**config.mk**
```make
export PLATFORM = sky130hd
export DESIGN_NAME = row_clear_ctrl
export DESIGN_NICKNAME = d
export VERILOG_FILES = /design/src/rtl/row_clear_ctrl.sv
export SDC_FILE = /design/constraint.sdc
export NUM_CORES = 1
export LEC_CHECK = 0
export CORE_AREA = 5 5 175 177
export DETAILED_ROUTE_END_ITERATION = 10
export DIE_AREA = 0 0 180 182
export HOLD_SLACK_MARGIN = 0.05
export PLACE_DENSITY_LB_ADDON = 0.1
export SKIP_CTS_REPAIR_TIMING = 1
export SYNTH_ARGS = -nofsm -noshare
export SYNTH_HDL_FRONTEND = slang
export SYNTH_SLANG_ARGS = --single-unit
```
**constraint.sdc**
```tcl
create_clock -name clk -period 6.7 [get_ports clk]
set_input_delay 1.34 -clock clk [delete_from_list [all_inputs] [get_ports clk]]
set_output_delay 1.34 -clock clk [all_outputs]
set_load 0.1 [all_outputs]
```
**src/rtl/row_clear_ctrl.sv**
```systemverilog
// Line-clear sequencer: scans a captured board bottom-up, removes full rows by
// shifting the rows above down one place, and counts the rows removed.
module row_clear_ctrl #(
  parameter int BLOCKS_WIDE = 10,
  parameter int BLOCKS_HIGH = 22,
  parameter int BITS_Y_POS  = 5
) (
  input  logic                               clk,
  input  logic                               rst_n,
  input  logic                               pause,
  input  logic                               start,
  input  logic [BLOCKS_WIDE*BLOCKS_HIGH-1:0] board_in,
  output logic [BLOCKS_WIDE*BLOCKS_HIGH-1:0] board_out,
  output logic [BITS_Y_POS-1:0]              lines_cleared,
  output logic [BITS_Y_POS-1:0]              scan_row,
  output logic                               busy,
  output logic                               done
);

  localparam int BW = BLOCKS_WIDE * BLOCKS_HIGH;
  localparam logic [BITS_Y_POS-1:0] LAST_ROW  = BITS_Y_POS'(BLOCKS_HIGH - 1);
  localparam logic [BITS_Y_POS-1:0] ROW_COUNT = BITS_Y_POS'(BLOCKS_HIGH);

  typedef enum logic [1:0] {
    IDLE,
    SCAN,
    SHIFT,
    DONE
  } state_t;

  state_t                  state_reg, state_next;
  logic [BW-1:0]           board_reg, board_next;
  logic [BW-1:0]           shifted_board;
  logic [BITS_Y_POS-1:0]   row_reg, row_next;
  logic [BITS_Y_POS-1:0]   lines_reg, lines_next;
  logic [BLOCKS_HIGH-1:0]  row_full;
  logic                    cur_full;

  // Per-row fullness flags and the "remove row_reg" image of the board.
  // Rows at or above row_reg take the row one higher; row 0 is refilled empty.
  generate
    for (genvar gi = 0; gi < BLOCKS_HIGH; gi++) begin : g_rows
      assign row_full[gi] = &board_reg[gi*BLOCKS_WIDE +: BLOCKS_WIDE];
      if (gi == 0) begin : g_top
        assign shifted_board[0 +: BLOCKS_WIDE] = '0;
      end else begin : g_lower
        assign shifted_board[gi*BLOCKS_WIDE +: BLOCKS_WIDE] =
          (BITS_Y_POS'(gi) <= row_reg) ? board_reg[(gi-1)*BLOCKS_WIDE +: BLOCKS_WIDE]
                                       : board_reg[gi*BLOCKS_WIDE +: BLOCKS_WIDE];
      end
    end
  endgenerate

  assign cur_full = (row_reg <= LAST_ROW) && row_full[row_reg];

  always_ff @(posedge clk or negedge rst_n) begin
    if (!rst_n) begin
      state_reg <= IDLE;
      board_reg <= '0;
      row_reg   <= '0;
      lines_reg <= '0;
    end else begin
      state_reg <= state_next;
      board_reg <= board_next;
      row_reg   <= row_next;
      lines_reg <= lines_next;
    end
  end

  always_comb begin
    state_next = state_reg;
    board_next = board_reg;
    row_next   = row_reg;
    lines_next = lines_reg;
    case (state_reg)
      IDLE: begin
        if (start) begin
          board_next = board_in;
          row_next   = LAST_ROW;
          lines_next = '0;
          state_next = SCAN;
        end
      end
      SCAN: begin
        if (!pause) begin
          if (cur_full) begin
            state_next = SHIFT;
          end else if (row_reg == '0) begin
            state_next = DONE;
          end else begin
            row_next = row_reg - 1'b1;
          end
        end
      end
      SHIFT: begin
        if (!pause) begin
          board_next = shifted_board;
          // A pass can never clear more rows than the board holds.
          if (lines_reg < ROW_COUNT) begin
            lines_next = lines_reg + 1'b1;
          end
          state_next = SCAN;
        end
      end
      DONE: begin
        state_next = IDLE;
      end
      default: begin
        state_next = IDLE;
      end
    endcase
  end

  assign board_out     = board_reg;
  assign lines_cleared = lines_reg;
  assign scan_row      = row_reg;
  assign busy          = (state_reg != IDLE);
  assign done          = (state_reg == DONE);

endmodule

```
* Word-level counts from Yosys, hierarchy flattened
Index checks and enable logic that the tools add are counted.
Widths: inputs -> output; s select.
** Storage, ports and cells
- Register bits after elaboration :: 232
- Output and inout port bits :: 232
- Logic and storage cells :: 176
** Operators by class
- $add $sub $neg :: 2
- $lt $le $gt $ge :: 24
- Equal/unequal tests :: 31
- Muxes and demuxes :: 41
- Reduce and logical (&&, ||, !) cells :: 53
** Operators by type and width (count)
- $mux 220 :: 2
- $pmux 220 s2 :: 1
- $reduce_and 10->1 :: 22
- $mux 10 :: 21
- $reduce_and 4->1 :: 23
- $ne 2x2->1 const B :: 27
- $le 4x5->1 const A :: 8
- $mux 5 :: 7
- $le 5x5->1 const A :: 6
- $le 3x5->1 const A :: 4
- $pmux 5 s2 :: 2
- $le 2x5->1 const A :: 2
- $mux 2 :: 5
- $pmux 2 s4 :: 1
- $lt 5x6->1 const B :: 1
- $reduce_bool 2->1 :: 3
- $add 5x1->5 const B :: 1
- $bmux 1 s5 :: 1
- $le 1x5->1 const A :: 1
- $le 5x5->1 const B :: 1
- $logic_not 5->1 :: 1
- $lt 5x5->1 const B :: 1
- $reduce_and 5->1 :: 1
- $sub 5x1->5 const B :: 1
- other kinds (7) :: 8

* Longest topological paths before layout
Gate-level depths: netlist of run 1.
- Word-level depth :: 7
- Gate-level depth with buffers :: 11

* Worst setup path after synthesis of run 1
Ideal clock, no wire load.
- Path kind :: register to register
- Start point :: register row_reg[1] (netlist: scan_row[1])
- End point :: register row_reg[4] (netlist: scan_row[4])
- Library setup time :: 129 ps
- Data arrival time :: 2805 ps
- Slack :: 3766 ps
- Cell stages (with the launch flop) :: 12
- Buffers on the path :: 1
- Clock period less this slack :: 2934 ps
- Cells stage by stage :: dfrtp_1 -> buf_6 -> inv_1 -> ha_1 -> nand4b_1 -> nor4_1 -> o32ai_1 -> nor3_2 -> a32o_1 -> a211oi_2 -> nand2_1 -> o41a_1
** On the way
- Longest elaborated chain between the ends :: 5
- Elaborated cells between the ends (all ways) :: 13
- Classes of those cells :: 1 x add/sub; 1 x order compare; 2 x eq/ne; 6 x mux; 3 x reduce/logical
** RTL lines
- start: declaration :: line 34 : logic [BITS_Y_POS-1:0] row_reg, row_next;
- start signal: assignment :: line 65 : row_reg <= row_next;
- $sub 5x1->5 / $bmux 1 s5 (equally long branches) :: line 91, 54
- $mux 5 / $mux 1 (equally long branches) :: line 88, 54
- $mux 5 / $logic_and 1x1->1 (equally long branches) :: line 86, 54
- $mux 5 / $ne 2x2->1 (equally long branches)
- $pmux 5 s2 / $reduce_and 5->1 (equally long branches)
Parallel ways exist; a longest one is shown, timed or not. The select of a mux whose other input is x is not followed.
A chain may end at the register's enable or synchronous reset.

* Final worst setup path of run 1
- Start point :: register row_reg[2] (netlist: scan_row[2])
- End point :: output port scan_row[2]
** RTL lines
- end: declaration :: line 15 : output logic [BITS_Y_POS-1:0] scan_row,
No word-level cell between the ends.

==> results_dict.tcl, run 1 <==
set metrics [dict create \
    largest_reg_flops 220 \
    dr_total_vias 11631 \
    design.portCount 456 \
    sum_of_overflow_across_all_layers_after_global_routing 0 \
    timing.critical_path.slowest_cell_delay_ns 1.26 \
    fp.coreArea_mm2 0.02909 \
    vias_per_cell 5.365 \
    path_cells "clkdlybuf4s50_1" \
    drt-initial-drc-count 1025 \
    postSynthRegisterBits 232 \
    cp_max_fo 21 \
    slew_viol_final 0 \
    worst_hold_startpoint "lines_cleared[4]$_DFFE_PN0P_" \
    cp_num_cells 1 \
    hold_depth 2 \
    globalRouteTotalUtil 0.2681 \
    setup.reg_to_reg.worst_slack_ns 3.16 \
    floorplan.rows 63 \
    hold_viol_final 0 \
    number_of_enable_flip_flop_cells_after_synthesis 0 \
    clock-sinks 232 \
    synth_sequential_area_ratio 0.5088 \
    drt_drc_violations_left 0 \
    pin_count_of_the_biggest_net_entering_global_routing 133 \
    fin_skew_ns 0.01472 \
    regToRegStartpoint "state_reg[0]$_DFFE_PN0P_" \
    synth-async-reset-ratio 1.000 \
    synth_area_per_cell_um2 8.458 \
    rsz0062_at_grt "false" \
    synth_flop_cell "dfrtp_1" \
    worstRegToRegCells 5 \
    post-route-min-period_ns 3.942 \
    numPortBuffers 455 \
    clk_pin_slew_ns 0.06 \
    setup.worst_path.start "scan_row[2]$_DFFE_PN0P_" \
    drt_first_pass_iters 5 \
    cp-start-kind "flip-flop" \
    route.final.wire_length_um 46040 \
    critical_path.slowest_cell "clkdlybuf4s50_1" \
    synth_top_area_frac 0.5088 \
    buffers_inverters_on_critical_path 1 \
    synth_largest_area_cell "dfrtp_1" \
    starting_density_of_the_core 0.3923 \
    worst-endpoint-required_ns 5.36 \
    cp_top_family "buffers and inverters" \
    end_kind "output pin" \
    cts-root-to-sink-buffers 3 \
    setup_total_negative_slack_ns 0 \
    ctsRootBufferMaster "clkbuf_16" \
    die_area_mm2 0.03276 \
    max-cap-violations 0 \
    timing.setup.critical_path_class "flip-flop to output pin" \
    synth_top_cells_by_area "dfrtp_1 51%, nand2_1 13%, a31oi_1 8.9%, nor2_1 6.1%, mux2i_1 4.6%" \
    mappedNetlistNets 1579 \
    insertion_delay_ns 0.54 \
    setup.worst_path.end "scan_row[2]" \
    die_y_um 182 \
    dpl.hpwl_um 34410 \
    setup-violations-final 0 \
    syn2layout_area_growth_pct 49.65 \
    run_status "completed" \
    floorplan.die.width_um 180 \
    achievable-frequency_mhz 253.7 \
    tritoncts "built" \
    syn_inst 1349 \
    netlist_area_mm2 0.01141 \
    max-slew-margin-rel 0.1729 \
    wl_per_cell_um 21.24 \
    finalNetCount 1988 \
    worst_slew_pin_slew_ns 1.241 \
    cp_data_arrival_time_ns 2.60 \
    route.antenna.remaining_nets 0 \
    routabilityCongestion 0.8538 \
    timing.hold.worst.class "flip-flop to flip-flop" \
    synth.distinct_cells 48 \
    cts.htree.levels 1 \
    yosysWarningCount 0 \
    final_layout_size_suffix_gt1_frac 0.04228 \
    cts_buffers 26 \
    grt_first_pass_wirelength_um 69730 \
    via_count_of_the_first_global_routing_pass 11685 \
    rr_endpoint "board_out[21]$_DFFE_PN0P_" \
    final_min_period_over_clock_period 0.5883 \
    layout_common_cells "454 x clkdlybuf4s50_1, 383 x nand2_1, 231 x dfrtp_1, 184 x nor2_1, 163 x a31oi_1" \
    initial_antenna_violation_count 6 \
    most_frequent_standard_cell_in_the_layout_excluding_fill_and_tap_cells "clkdlybuf4s50_1" \
]
==> final cells by class <==
class | count | area [um2]
multi-input combinational | 1011 | 5152
fill | 2637 | 12010
antenna | 4 | 10.01
timing repair buffer | 479 | 4752
sequential | 232 | 5807
inverter | 8 | 30.03
tap | 390 | 488.0
clock buffer | 39 | 760.7
clock inverter | 5 | 75.07
==> cell families after synthesis <==
group | synth area share
AOI/OAI and AO/OA | 0.1485
xor gates and xnor gates | 0.001536
adders and majority gates | 0.006579
buffers and inverters | 0.04090
DFF | 0.5088
muxes | 0.04847
and+or+nand+nor | 0.2452
==> through the flow <==
| step | util | setup WS, ns | area [um2] | cells | hold WS [ns] |
|---|---|---|---|---|---|
| 5_1_grt | 0.5870 | 2.688 | 17080 | 2168 | 0.5628 |
| 6_report | 0.5870 | 2.758 | 17080 | 2168 | 0.5314 |
| 3_3_place_gp | 0.5580 | 2.894 | 16230 | 2120 | 0.5145 |
| 2_1_floorplan | - | 3.766 | 11410 | 1349 | 0.6941 |
| 3_5_place_dp | 0.5580 | 2.820 | 16230 | 2120 | 0.5203 |
| 4_1_cts | 0.5867 | 2.737 | 17070 | 2164 | 0.5388 |
==> synthesized netlist by cell type (11+ instances only) <==
cell,n
mux2i_1,53
dfrtp_1,232
o21ai_0,61
nor3_1,23
a22o_1,11
nor2_1,184
nand2_1,383
nand3_1,24
nand4_1,37
a31oi_1,163
clkbuf_1,84
a21oi_1,15
==> worst min path at each step <==
stage,to
floorplan,state_reg[0]$_DFFE_PN0P_
finish,lines_cleared[4]$_DFFE_PN0P_
CTS,lines_cleared[4]$_DFFE_PN0P_
global placement,lines_cleared[4]$_DFFE_PN0P_
global route,lines_cleared[4]$_DFFE_PN0P_
detailed placement,lines_cleared[4]$_DFFE_PN0P_
==> layer usage <==
| metal | vias up | part of all wire | global-route usage |
|---|---|---|---|
| met4 | 4 | 0.030 | 0.08016 |
| met1 | 5525 | 0.41 | 0.3430 |
| met2 | 499 | 0.49 | 0.4532 |
| met3 | 86 | 0.076 | 0.06510 |
| li1 | 5517 | - | - |
| met5 | - | 0.00061 | 0 |
Power of run 1 is not shown: default switching activity piles up to over one toggle a cycle in this logic, so the estimate is an artifact.
==> run 2: changes to the inputs <==
--- a/config.mk
+++ b/config.mk
@@ -5,9 +5,9 @@
 export SDC_FILE = /design/constraint.sdc
 export NUM_CORES = 1
 export LEC_CHECK = 0
-export CORE_AREA = 5 5 175 177
+export CORE_MARGIN = 5
+export CORE_UTILIZATION = 40
 export DETAILED_ROUTE_END_ITERATION = 10
-export DIE_AREA = 0 0 180 182
 export HOLD_SLACK_MARGIN = 0.05
 export PLACE_DENSITY_LB_ADDON = 0.1
 export SKIP_CTS_REPAIR_TIMING = 1
==> constraint.sdc (replaced) <==
create_clock -name clk -period 3.3 [get_ports clk]
set_input_delay 0.66 -clock clk [delete_from_list [all_inputs] [get_ports clk]]
set_output_delay 0.66 -clock clk [all_outputs]
set_load 0.1 [all_outputs]
==> run 2 against run 1 <==
Sequential cell count unchanged. Count of clock-buffer cells in the layout grew 2. First-iteration DRC count shrank 5.5%. Worst setup slack worse by 2.5 ns. Core utilization up 0.89 points. Final area is 2.2% lower. Via count increased by 1.4%. Non-clock buffer count is 11 higher. Sequential share of layout area rose by 0.78 points. Wire length rose by 1.4%. Global-route usage increased by 1.2 points. Final cell count barely moved. Critical path type is now flip-flop to flip-flop.
==> results_dict.tcl, run 2 (synthesis results as in run 1) <==
set metrics [dict create \
    run_status "completed" \
    max-cap-violations 0 \
    cts_buffers 26 \
    via_count_of_the_first_global_routing_pass 11514 \
    setup-violations-final 0 \
    cp_max_fo 12 \
    clock-sinks 232 \
    design.portCount 456 \
    dpl.hpwl_um 35660 \
    worst_slew_pin_slew_ns 0.9260 \
    path_cells "inv_1 -> ha_1 -> nand4b_1 -> nor4_1 -> o32ai_1 -> nor3_2 -> a32o_1 -> a211oi_2 -> nand2_1 -> o41a_1" \
    grt_first_pass_wirelength_um 69360 \
    cts.htree.levels 1 \
    wl_per_cell_um 21.51 \
    vias_per_cell 5.435 \
    final.fill_count 2578 \
    starting_density_of_the_core 0.4073 \
    cts-root-to-sink-buffers 3 \
    clk_pin_slew_ns 0.06 \
    worst-endpoint-required_ns 3.71 \
    floorplan.die.width_um 178.9 \
    route.final.wire_length_um 46670 \
    final_min_period_over_clock_period 0.9249 \
    drt_first_pass_iters 6 \
    die_y_um 178.9 \
    rsz0062_at_grt "false" \
    numPortBuffers 455 \
    largest_reg_flops 220 \
    setup_total_negative_slack_ns 0 \
    syn2layout_area_growth_pct 46.30 \
    globalRouteTotalUtil 0.2802 \
    most_frequent_standard_cell_in_the_layout_excluding_fill_and_tap_cells "nand2_1" \
    dr_total_vias 11794 \
    timing.critical_path.slowest_cell_delay_ns 0.65 \
    hold_viol_final 0 \
    floorplan.rows 61 \
    cp_data_arrival_time_ns 3.47 \
    cp-start-kind "flip-flop" \
    timing.setup.critical_path_class "flip-flop to flip-flop" \
    fp.coreArea_mm2 0.02801 \
    slew_viol_final 0 \
    max-slew-margin-rel 0.3827 \
    end_kind "flip-flop" \
    insertion_delay_ns 0.53 \
    ctsRootBufferMaster "clkbuf_16" \
    die_area_mm2 0.03200 \
    tritoncts "built" \
    initial_antenna_violation_count 2 \
    timing.hold.worst.class "input port to asynchronous set/reset pin" \
    fin_skew_ns 0.01256 \
    sum_of_overflow_across_all_layers_after_global_routing 0 \
    route.antenna.remaining_nets 0 \
    achievable-frequency_mhz 327.6 \
    post-route-min-period_ns 3.052 \
    final_layout_size_suffix_gt1_frac 0.1806 \
    finalNetCount 1999 \
    drt_drc_violations_left 0 \
    drt-initial-drc-count 969 \
    critical_path.slowest_cell "dfrtp_1" \
    routabilityCongestion 0.9003 \
    pin_count_of_the_biggest_net_entering_global_routing 80 \
    layout_common_cells "383 x nand2_1, 260 x buf_4, 231 x dfrtp_1, 222 x clkdlybuf4s50_1, 184 x nor2_1" \
]
run 2: cell types whose count changed in the layout (fill, tap and decap cells not counted):
| cell | change |
|---|---|
| clkbuf_1 | -2 |
| buf_4 | +237 |
| clkinvlp_4 | +1 |
| clkbuf_8 | +4 |
| buf_12 | +6 |
| clkdlybuf4s50_1 | -232 |
run 2: worst paths after layout:
path	from	end	slack [ns]	cells after the start
min reg2reg	lines_cleared[0]$_DFFE_PN0P_	lines_cleared[0]$_DFFE_PN0P_	0.54	1
min in group clk	lines_cleared[0]$_DFFE_PN0P_	lines_cleared[0]$_DFFE_PN0P_	0.54	1
max	scan_row[1]$_DFFE_PN0P_	scan_row[4]$_DFFE_PN0P_	0.25	10
min	rst_n	board_out[173]$_DFFE_PN0P_	0.09	1
max reg2reg	scan_row[1]$_DFFE_PN0P_	scan_row[4]$_DFFE_PN0P_	0.25	10
max in group asynchronous	rst_n	board_out[107]$_DFFE_PN0P_	2.33	2
run 2: cell type report:
cell class | count | area [um2] | share of cell area
Antenna cell | 4 | 10.01 | 0.0005997
Clock buffer | 41 | 808.3 | 0.04842
Clock inverter | 6 | 82.58 | 0.004947
Inverter | 8 | 30.03 | 0.001799
Multi-Input combinational cell | 1011 | 5152 | 0.3087
Sequential cell | 232 | 5807 | 0.3479
Tap cell | 378 | 473.0 | 0.02833
Timing Repair Buffer | 490 | 4329 | 0.2594
run 2: metal layers:
layer / vias to the layer above / global-route usage / share of wire
met5: - / 0 / 0.00028
met4: 2 / 0.07771 / 0.027
met1: 5733 / 0.3607 / 0.40
met2: 451 / 0.4779 / 0.49
met3: 70 / 0.06073 / 0.077
li1: 5538 / - / -
run 2: stage by stage:
stage	utilization	setup WS (ns)	hold slack (ns)	area [um2]	instances
6_report	0.5959	0.2477	0.08973	16690	2170
4_1_cts	0.5956	0.2144	0.1142	16680	2166
3_5_place_dp	0.5638	0.2112	0.5274	15790	2119
5_1_grt	0.5957	0.08647	0.1303	16680	2167
2_1_floorplan	-	0.3657	0.3644	11410	1349
3_3_place_gp	0.5638	0.3615	0.5160	15790	2119
run 2: critical path, delay by kind of cell (launching register included):
family,cells,cell delay [ns]
buffers and inverters,1,0.34
flip-flops,1,0.65
adder cells (fa/ha/maj),1,0.33
AO/OA/AOI/OAI,4,1.17
AND/OR/NAND/NOR,4,0.43
Power of run 2 is left out for the same reason.
==> run 3: changes to the inputs <==
--- a/config.mk
+++ b/config.mk
@@ -10,6 +10,7 @@
 export DETAILED_ROUTE_END_ITERATION = 10
 export HOLD_SLACK_MARGIN = 0.05
 export PLACE_DENSITY_LB_ADDON = 0.1
+export SETUP_SLACK_MARGIN = 0.4
 export SKIP_CTS_REPAIR_TIMING = 1
 export SYNTH_ARGS = -nofsm -noshare
 export SYNTH_HDL_FRONTEND = slang
==> run 3 against run 2 <==
Core utilization hardly changed. Clock skew down 0.0030 ns. Final cell count hardly changed.
==> results_dict.tcl, run 3 (synthesis results as in run 1) <==
set metrics [dict create \
    timing.setup.critical_path_class "flip-flop to flip-flop" \
    syn2layout_area_growth_pct 46.34 \
    grt_first_pass_wirelength_um 68990 \
    setup-violations-final 0 \
    die_y_um 178.9 \
    cp-start-kind "flip-flop" \
    cp_top_family "compound AO/OA/AOI/OAI gates" \
    multiInputGateArea_mm2 0.005161 \
    final_min_period_over_clock_period 0.8337 \
    insertion_delay_ns 0.53 \
    starting_density_of_the_core 0.4073 \
    numPortBuffers 455 \
    cts.htree.levels 1 \
    floorplan.rows 61 \
    slew_viol_final 0 \
    finalNetCount 2000 \
    pin_count_of_the_biggest_net_entering_global_routing 169 \
    route.antenna.remaining_nets 0 \
    route.final.wire_length_um 46530 \
    clk_pin_slew_ns 0.06 \
    cts-root-to-sink-buffers 3 \
    hold_viol_final 0 \
    final_layout_size_suffix_gt1_frac 0.1807 \
    regArea_mm2 0.005808 \
    dr_total_vias 11692 \
    rsz0062_at_grt "false" \
    cp_max_fo 17 \
    timing.critical_path.slowest_cell_delay_ns 0.52 \
    end_kind "flip-flop" \
    timing.hold.worst.class "input port to asynchronous set/reset pin" \
    routabilityCongestion 0.9050 \
    floorplan.die.width_um 178.9 \
    design.portCount 456 \
    drt-initial-drc-count 1012 \
    drt_drc_violations_left 0 \
    layout_common_cells "383 x nand2_1, 261 x buf_4, 230 x dfrtp_1, 222 x clkdlybuf4s50_1, 184 x nor2_1" \
    sum_of_overflow_across_all_layers_after_global_routing 0 \
    cts_buffers 27 \
    buffers_inverters_on_critical_path 1 \
    critical_path.slowest_cell "dfrtp_2" \
    cp_data_arrival_time_ns 3.16 \
    tritoncts "built" \
    max-slew-margin-rel 0.4387 \
    most_frequent_standard_cell_in_the_layout_excluding_fill_and_tap_cells "nand2_1" \
    run_status "completed" \
    worst_slew_pin_slew_ns 0.8419 \
    dpl.hpwl_um 34900 \
    path_cells "buf_12 -> nand4b_1 -> nor2_1 -> a41oi_1 -> a311oi_1 -> a32o_1 -> a211oi_2 -> nand2_1 -> o41a_1" \
    via_count_of_the_first_global_routing_pass 11548 \
    initial_antenna_violation_count 5 \
    ctsRootBufferMaster "clkbuf_16" \
    clock-sinks 232 \
    die_area_mm2 0.03200 \
    drt_first_pass_iters 5 \
    max-cap-violations 0 \
    fp.coreArea_mm2 0.02801 \
    fin_skew_ns 0.009563 \
    setup_total_negative_slack_ns 0 \
    post-route-min-period_ns 2.751 \
    largest_reg_flops 220 \
    worst-endpoint-required_ns 3.71 \
    achievable-frequency_mhz 363.5 \
    globalRouteTotalUtil 0.2774 \
    vias_per_cell 5.386 \
    wl_per_cell_um 21.43 \
    final.fill_count 2572 \
]
[run 3: cell types whose count changed in the layout (fill, tap and decap cells not counted)]
cell / change
a21boi_1: -1
a21boi_2: +1
buf_12: -1
buf_4: +1
bufinv_16: +2
clkbuf_1: +2
clkbuf_8: -5
clkinv_2: -1
dfrtp_1: -1
dfrtp_2: +1
diode_2: +2
inv_6: +1
o31ai_1: -1
o31ai_2: +1
[run 3: metal layers]
| layer | vias to the layer above | track usage | share of wire |
|---|---|---|---|
| li1 | 5549 | - | - |
| met5 | - | 0 | 0 |
| met3 | 75 | 0.06158 | 0.087 |
| met2 | 504 | 0.4593 | 0.48 |
| met4 | 0 | 0.09018 | 0.032 |
| met1 | 5564 | 0.3622 | 0.40 |
[run 3: path summary, 6_finish.rpt]
path	from	endpoint	slack, ns	cells after the start
worst max-delay path	scan_row[0]$_DFFE_PN0P_	scan_row[4]$_DFFE_PN0P_	0.55	9
worst min-delay path	rst_n	board_out[173]$_DFFE_PN0P_	0.11	1
worst max register to register	scan_row[0]$_DFFE_PN0P_	scan_row[4]$_DFFE_PN0P_	0.55	9
worst min register to register	board_out[25]$_DFFE_PN0P_	board_out[25]$_DFFE_PN0P_	0.53	2
max in group asynchronous	rst_n	board_out[107]$_DFFE_PN0P_	2.23	2
min in group clk	board_out[25]$_DFFE_PN0P_	board_out[25]$_DFFE_PN0P_	0.53	2
[run 3: area by class of cell]
class                      count  share of cell area
sequential                   232              0.3478
antenna                        6           0.0008992
inverter                       8            0.001798
clock inverter                 8            0.008767
multi-input combinational   1011              0.3091
timing repair buffer         490              0.2585
clock buffer                  38             0.04474
tap                          378             0.02833
[run 3: through the flow]
step	setup WS (ns)	cells	hold WS, ns	util	instance area [um2]
5_1_grt	0.4705	2170	0.1565	0.5960	16690
4_1_cts	0.5578	2165	0.1342	0.5953	16670
6_report	0.5489	2171	0.1130	0.5961	16700
3_5_place_dp	0.3440	2119	0.5237	0.5634	15780
2_1_floorplan	0.4297	1349	0.3644	-	11410
3_3_place_gp	0.4087	2119	0.5158	0.5634	15780
Power of run 3 is left out for the same reason.
